<file path="config.mk">
export PLATFORM = sky130hd
export DESIGN_NAME = aes_round_key_store_flat
export DESIGN_NICKNAME = d
export VERILOG_FILES = /design/src/rtl/aes_round_key_store_if.sv /design/src/rtl/aes_round_key_store.sv /design/src/flat_wrapper.sv
export SDC_FILE = /design/constraint.sdc
export NUM_CORES = 2
export LEC_CHECK = 0
export CORE_MARGIN = 5
export CORE_UTILIZATION = 45
export DETAILED_ROUTE_END_ITERATION = 10
export PLACE_DENSITY = 0.64
export SLEW_MARGIN = 20
export SYNTH_ARGS = -nofsm -noshare
export SYNTH_HDL_FRONTEND = slang
export SYNTH_SLANG_ARGS = --single-unit
export TNS_END_PERCENT = 5
</file>
<file path="constraint.sdc">
create_clock -name clk -period 6.8 [get_ports clk]
set_input_delay 1.7 -clock clk [delete_from_list [all_inputs] [get_ports clk]]
set_output_delay 1.7 -clock clk [all_outputs]
set_load 0.01 [all_outputs]
</file>
<file path="src/rtl/aes_round_key_store_if.sv">
// Round-key store bus: key-expansion capture side, status, and replay stream.
// The slave modport is the key store; the master modport is its environment.
interface aes_round_key_store_if #(
  parameter int KW   = 128,
  parameter int IDXW = 4
);
  logic            key_load;
  logic [KW-1:0]   rk_in;
  logic            rk_valid;
  logic            keys_ready;
  logic [IDXW-1:0] rk_count;
  logic            err_overflow;
  logic            rd_start;
  logic            rd_dir;
  logic [KW-1:0]   rk_out;
  logic [IDXW-1:0] rk_out_idx;
  logic            rk_out_valid;
  logic            rk_out_ready;
  logic            rk_out_last;

  modport master (
    output key_load, rk_in, rk_valid, rd_start, rd_dir, rk_out_ready,
    input  keys_ready, rk_count, err_overflow,
    input  rk_out, rk_out_idx, rk_out_valid, rk_out_last
  );

  modport slave (
    input  key_load, rk_in, rk_valid, rd_start, rd_dir, rk_out_ready,
    output keys_ready, rk_count, err_overflow,
    output rk_out, rk_out_idx, rk_out_valid, rk_out_last
  );
endinterface

</file>
<file path="src/rtl/aes_round_key_store.sv">
// AES-256 round-key buffer: captures the expanded key schedule and replays it
// to the cipher core in forward (encrypt) or reverse (decrypt) order.
//
// state     | meaning
// EMPTY     | no schedule armed since reset
// FILLING   | capturing round keys from key expansion
// READY     | all keys stored, waiting for rd_start
// STREAMING | replay pass in progress
module aes_round_key_store #(
  parameter int NUM_RK = 15,
  parameter int KW     = 128,
  parameter int IDXW   = 4
) (
  input logic                  clk,
  input logic                  rst,
  aes_round_key_store_if.slave bus
);

  localparam logic [IDXW-1:0] LAST_IDX = IDXW'(NUM_RK - 1);

  typedef enum logic [1:0] {EMPTY, FILLING, READY, STREAMING} state_t;

  state_t          state;
  logic [KW-1:0]   mem [NUM_RK];
  logic [IDXW-1:0] wr_ptr;
  logic            dir_q;
  logic            keys_ready_q;
  logic            err_q;
  logic [KW-1:0]   rk_out_q;
  logic [IDXW-1:0] idx_q;
  logic            valid_q;
  logic            last_q;
  logic [IDXW-1:0] nxt_idx;
  logic            wr_en;
  logic [IDXW-1:0] first_idx;

  assign bus.keys_ready   = keys_ready_q;
  assign bus.rk_count     = wr_ptr;
  assign bus.err_overflow = err_q;
  assign bus.rk_out       = rk_out_q;
  assign bus.rk_out_idx   = idx_q;
  assign bus.rk_out_valid = valid_q;
  assign bus.rk_out_last  = last_q;

  // Next replay index and capture enable (key_load discards a coincident beat).
  always_comb begin
    nxt_idx   = dir_q ? idx_q - IDXW'(1) : idx_q + IDXW'(1);
    first_idx = bus.rd_dir ? LAST_IDX : '0;
    wr_en     = !rst && !bus.key_load && (state == FILLING) && bus.rk_valid;
  end

  // Key storage: contents are not reset, only the write pointer is.
  always_ff @(posedge clk) begin
    if (wr_en) mem[wr_ptr] <= bus.rk_in;
  end

  // Control FSM with registered status and stream outputs.
  always_ff @(posedge clk) begin
    if (rst) begin
      state        <= EMPTY;
      wr_ptr       <= '0;
      dir_q        <= 1'b0;
      keys_ready_q <= 1'b0;
      err_q        <= 1'b0;
      rk_out_q     <= '0;
      idx_q        <= '0;
      valid_q      <= 1'b0;
      last_q       <= 1'b0;
    end else if (bus.key_load) begin
      state        <= FILLING;
      wr_ptr       <= '0;
      keys_ready_q <= 1'b0;
      err_q        <= 1'b0;
      valid_q      <= 1'b0;
      last_q       <= 1'b0;
    end else begin
      if (bus.rk_valid && state != FILLING) err_q <= 1'b1;
      case (state)
        FILLING: begin
          if (bus.rk_valid) begin
            wr_ptr <= wr_ptr + IDXW'(1);
            if (wr_ptr == LAST_IDX) begin
              state        <= READY;
              keys_ready_q <= 1'b1;
            end
          end
        end
        READY: begin
          if (bus.rd_start) begin
            state    <= STREAMING;
            dir_q    <= bus.rd_dir;
            valid_q  <= 1'b1;
            idx_q    <= first_idx;
            rk_out_q <= mem[first_idx];
            last_q   <= (NUM_RK == 1);
          end
        end
        STREAMING: begin
          if (bus.rk_out_ready) begin
            if (last_q) begin
              state   <= READY;
              valid_q <= 1'b0;
              last_q  <= 1'b0;
            end else begin
              idx_q    <= nxt_idx;
              rk_out_q <= mem[nxt_idx];
              last_q   <= dir_q ? (nxt_idx == '0) : (nxt_idx == LAST_IDX);
            end
          end
        end
        default: ;
      endcase
    end
  end

endmodule

</file>
<file path="src/flat_wrapper.sv">
// flat-port wrapper written by rule: the top's interface ports become plain ports
module aes_round_key_store_flat 
#(
  parameter int NUM_RK = 15,
  parameter int KW     = 128,
  parameter int IDXW   = 4
)
  (clk, rst, bus_key_load, bus_rk_in, bus_rk_valid, bus_rd_start, bus_rd_dir, bus_rk_out_ready, bus_keys_ready, bus_rk_count, bus_err_overflow, bus_rk_out, bus_rk_out_idx, bus_rk_out_valid, bus_rk_out_last);
  aes_round_key_store_if #(.KW(KW), .IDXW(IDXW)) bus_i ();
  input logic clk;
  input logic rst;
  input wire logic [$bits(bus_i.key_load)-1:0] bus_key_load;
  input wire logic [$bits(bus_i.rk_in)-1:0] bus_rk_in;
  input wire logic [$bits(bus_i.rk_valid)-1:0] bus_rk_valid;
  input wire logic [$bits(bus_i.rd_start)-1:0] bus_rd_start;
  input wire logic [$bits(bus_i.rd_dir)-1:0] bus_rd_dir;
  input wire logic [$bits(bus_i.rk_out_ready)-1:0] bus_rk_out_ready;
  output wire logic [$bits(bus_i.keys_ready)-1:0] bus_keys_ready;
  output wire logic [$bits(bus_i.rk_count)-1:0] bus_rk_count;
  output wire logic [$bits(bus_i.err_overflow)-1:0] bus_err_overflow;
  output wire logic [$bits(bus_i.rk_out)-1:0] bus_rk_out;
  output wire logic [$bits(bus_i.rk_out_idx)-1:0] bus_rk_out_idx;
  output wire logic [$bits(bus_i.rk_out_valid)-1:0] bus_rk_out_valid;
  output wire logic [$bits(bus_i.rk_out_last)-1:0] bus_rk_out_last;
  assign bus_i.key_load = bus_key_load;
  assign bus_i.rk_in = bus_rk_in;
  assign bus_i.rk_valid = bus_rk_valid;
  assign bus_i.rd_start = bus_rd_start;
  assign bus_i.rd_dir = bus_rd_dir;
  assign bus_i.rk_out_ready = bus_rk_out_ready;
  assign bus_keys_ready = bus_i.keys_ready;
  assign bus_rk_count = bus_i.rk_count;
  assign bus_err_overflow = bus_i.err_overflow;
  assign bus_rk_out = bus_i.rk_out;
  assign bus_rk_out_idx = bus_i.rk_out_idx;
  assign bus_rk_out_valid = bus_i.rk_out_valid;
  assign bus_rk_out_last = bus_i.rk_out_last;
  aes_round_key_store #(.NUM_RK(NUM_RK), .KW(KW), .IDXW(IDXW)) u_core (.clk(clk), .rst(rst), .bus(bus_i));
endmodule
</file>
==> results by group <==
Status
  • Run status: completed

STA
  • Max Freq: 242 MHz
  • Post-route clock skew: 23.5 ps
  • Period minus WS final: 4130 ps
  • Final TNS setup: 0 ps
  • Final setup violation count: 0
  • Slew at the pin closest to its max-slew limit: 1150 ps
  • Unrepaired setup endpoints after global routing: false
  • Final Hold Fails: 0
  • Worst hold slack: 488 ps
  • Headroom to the max-slew limit: 23.3%
  • Total count of max-transition violations in the final report: 0
  • Period Utilization, post-route: 60.8%

Synth
  • Share of the synthesized area in the top cell type: 69.9%
  • Sequential cell area fraction in the yosys report: 73.4%
  • Dominant cell by count in the synthesized netlist: edfxtp_1
  • Post-Syn Area per Cell: 19.3 um2
  • Synth async-reset ratio: 0%
  • Top FF cell, synth: edfxtp_1
  • Post-synthesis net count: 4406
  • Area of the mapped netlist: 82400 um2
  • Cell types with the largest area share after synthesis: edfxtp_1, mux4_2, mux2_2
  • Number of synthesized flops with an enable pin: 1920
  • Post-synthesis cell type with the largest combined area: edfxtp_1
  • Yosys warnings: 0
  • Most used standard cells in the synthesized netlist: edfxtp_1, mux2_2, mux4_2
  • Count of cell types in the netlist: 50
  • Post-synthesis instance total: 4262
  • Post-synthesis register bit count: 2063

Worst setup path
  • Critical path data arrival time: 4630 ps
  • Delay of the slowest cell on the worst path: 820 ps
  • Cells traversed along the worst timing path: clkdlybuf4s50_1 > and3b_1 > nand2_1 > nor3b_1 > and2_4 > buf_12
  • Cell type of the slowest stage on the worst timing path: and2_4
  • Required time reported for the critical path endpoint: 7290 ps
  • Buffering stage count on the worst path with inverters included: 2
  • Worst setup path start: bus_rk_valid
  • Cell type group with the largest total delay on the critical path: simple AND/OR/NAND/NOR gates
  • Highest fanout seen on the critical path: 47
  • Capturing element type of the critical path: register
  • CP Class: primary input to register
  • Number of logic stages on the critical path including buffering: 6
  • Register-to-Register Path Depth: 6
  • Worst reg2reg startpoint: u_core.bus.rk_out_idx[0]
  • Startpoint type of the worst setup path: primary input

Floorplan
  • Floorplan core area: 183000 um2
  • Number of cell rows: 157
  • Die extent in x: 438 um
  • Y dimension of the die: 438 um
  • Starting density of the core: 45.1%
  • Io pins: 275
  • Die area: 192000 um2

Routing
  • DR iter-0 viols: 3675
  • Wire length per cell after detailed routing: 29.5 um
  • Routed wire length: 210000 um
  • Vias per inst: 5.95
  • Final ANT Viol Nets: 0
  • Vias after detailed routing: 42.2k
  • DRC errors left: 0
  • Length of the first detailed-routing pass in iterations: 5

Global routing
  • Via count of the first global-routing pass: 43.9k
  • First-pass GRT wire length: 308000 um
  • Number of antenna violations at the first check in global routing: 26
  • Global Route Usage Sum: 21.7%
  • Pin count of the biggest net entering global routing: 157
  • Remaining Overflow, GRT: 0

Clocking
  • Post-cts sizing count: 0
  • Clk Tree Root Cell: clkbuf_16
  • Total of hold buffers inserted after clock tree synthesis: 0
  • Total setup buffers inserted after CTS: 0
  • Number of clock sinks: 2063
  • TritonCTS Buffers: 204
  • Clock transition at the register clock pins on the worst setup and hold paths after CTS: 60 ps
  • TritonCTS clock tree: done
  • Insertion delay to the later sink of the worst-skew pair: 840 ps
  • Worst-case clock buffer depth: 3
  • CTS HTree Levels: 4

Worst hold path
  • Worst Min Path Start: u_core.bus.err_overflow
  • Hold path cells: 2
  • Worst min-delay path class: register to register

Power and ir drop
  • Leakage power: 29.2 nW
  • Cell Pwr Density: 268 nW/um2
  • Worst IR Drop VDD: 260 uV

Placed design
  • Number of buffers added on ports: 274
  • HPWL after detailed placement: 112000 um
  • RD Place Congestion: 0.743

Layout
  • Number of nets in the finished design: 4661
  • Fraction of final layout cells with drive strength greater than 1: 25.1%
  • Relative area change from synthesis to final layout: 14.6%
  • Total of fill cells in the finished design: 14.4k

Flow run
  • Number of max-cap violations: 0
tightest hold or removal path: stages (launching register included):
cell     delay [ps]
dfxtp_1         330
a21oi_1          40
nor2_1           70
placed cells by master, fill, tap and decap left out, types with 3 or more instances in the layout:
| master | instances |
|---|---|
| mux2_2 | 385 |
| clkbuf_16 | 208 |
| clkinvlp_4 | 10 |
| a31oi_1 | 3 |
| a2bb2o_1 | 127 |
| mux4_2 | 384 |
| diode_2 | 10 |
| a21oi_1 | 5 |
| buf_12 | 34 |
| clkinv_1 | 28 |
| ha_1 | 8 |
| edfxtp_1 | 1920 |
| nand2b_1 | 130 |
| clkdlybuf4s50_1 | 272 |
| and2_4 | 15 |
| nand2_1 | 260 |
| inv_6 | 4 |
| o21ai_0 | 128 |
| clkinv_2 | 31 |
| a41oi_2 | 5 |
| clkbuf_8 | 29 |
| bufinv_16 | 8 |
| dfxtp_1 | 142 |
| mux2i_1 | 3 |
| o211ai_1 | 128 |
| clkbuf_1 | 63 |
| o21ai_1 | 3 |
| nor2_1 | 17 |
| nand3_1 | 3 |
| inv_1 | 4 |
| inv_16 | 4 |
| o21bai_1 | 128 |
| buf_4 | 44 |
| a41oi_1 | 123 |
cell type report:
type	instances	area (um2)	area share [%]
Multi-Input combinational cell	1892	20600	21.8
Antenna cell	10	25.0	0.0265
Tap cell	2385	2980	3.16
Clock buffer	299	5830	6.17
Timing Repair Buffer	352	3760	3.98
Sequential cell	2063	60500	64.1
Clock inverter	88	753	0.798
Inverter	4	15.0	0.0159
metal layers:
| metal | share of wire, % | wire length [um] | vias to the layer above | global-route usage, % |
|---|---|---|---|---|
| li1 | - | - | 18000 | - |
| met3 | 4.9 | 10300 | 347 | 2.98 |
| met1 | 41 | 86300 | 22500 | 28.9 |
| met4 | 2.9 | 5990 | 2 | 6.59 |
| met2 | 51 | 107000 | 1347 | 37.5 |
| met5 | 0.0048 | 10 | - | 0 |
per-stage QoR:
| step | setup slack (ps) | utilization [%] | cells | instance area (um2) | power [mW] |
|---|---|---|---|---|---|
| after floorplan | 864 | - | 4262 | 82400 | 14.2 |
| after global placement | 1830 | 48.1 | 6696 | 87800 | 14.5 |
| after detailed placement | 1870 | 48.1 | 6696 | 87800 | 14.5 |
| after CTS | 2740 | 51.7 | 7083 | 94400 | 25.5 |
| after global routing | 2620 | 51.7 | 7090 | 94400 | 26.0 |
| final | 2670 | 51.7 | 7093 | 94400 | 25.3 |
report_power, final:
| group | total, mW | switching (mW) | leakage (nW) | internal [mW] |
|---|---|---|---|---|
| registers | 13.9 | 0.00775 | 18.4 | 13.9 |
| logic | 0.379 | 0.256 | 7.64 | 0.123 |
| clock network | 11.0 | 4.76 | 3.20 | 6.26 |
sequential cells by signal (all words and copies together), names as in the netlist:
name,flops
u_core.bus.keys_ready,1
u_core.bus.rk_count,4
u_core.bus.rk_out_last,1
u_core.bus.err_overflow,1
u_core.bus.rk_out_idx,4
u_core.dir_q,1
u_core.bus.rk_out_valid,1
u_core.bus.rk_out,128
u_core.mem,1920
u_core.state,2
path summary, 6_finish.rpt:
kind / to / slack (ps)
worst min-delay path: u_core.bus.err_overflow / 490
worst max-delay path: u_core.mem[9][15] / 2670
worst max register to register: u_core.bus.rk_out[81] / 3080
worst min register to register: u_core.bus.err_overflow / 490
kinds of logic after synthesis:
| group | share of synthesized area (%) |
|---|---|
| AO/OA/AOI/OAI | 6.21 |
| buffers and inverters | 1.77 |
| multiplexers | 15.8 |
| adder cells (fa/ha/maj) | 0.146 |
| flip-flops | 73.4 |
| AND/OR/NAND/NOR | 2.57 |
| XOR/XNOR | 0.0926 |
Note: power is estimated with default switching activity, not from simulation.
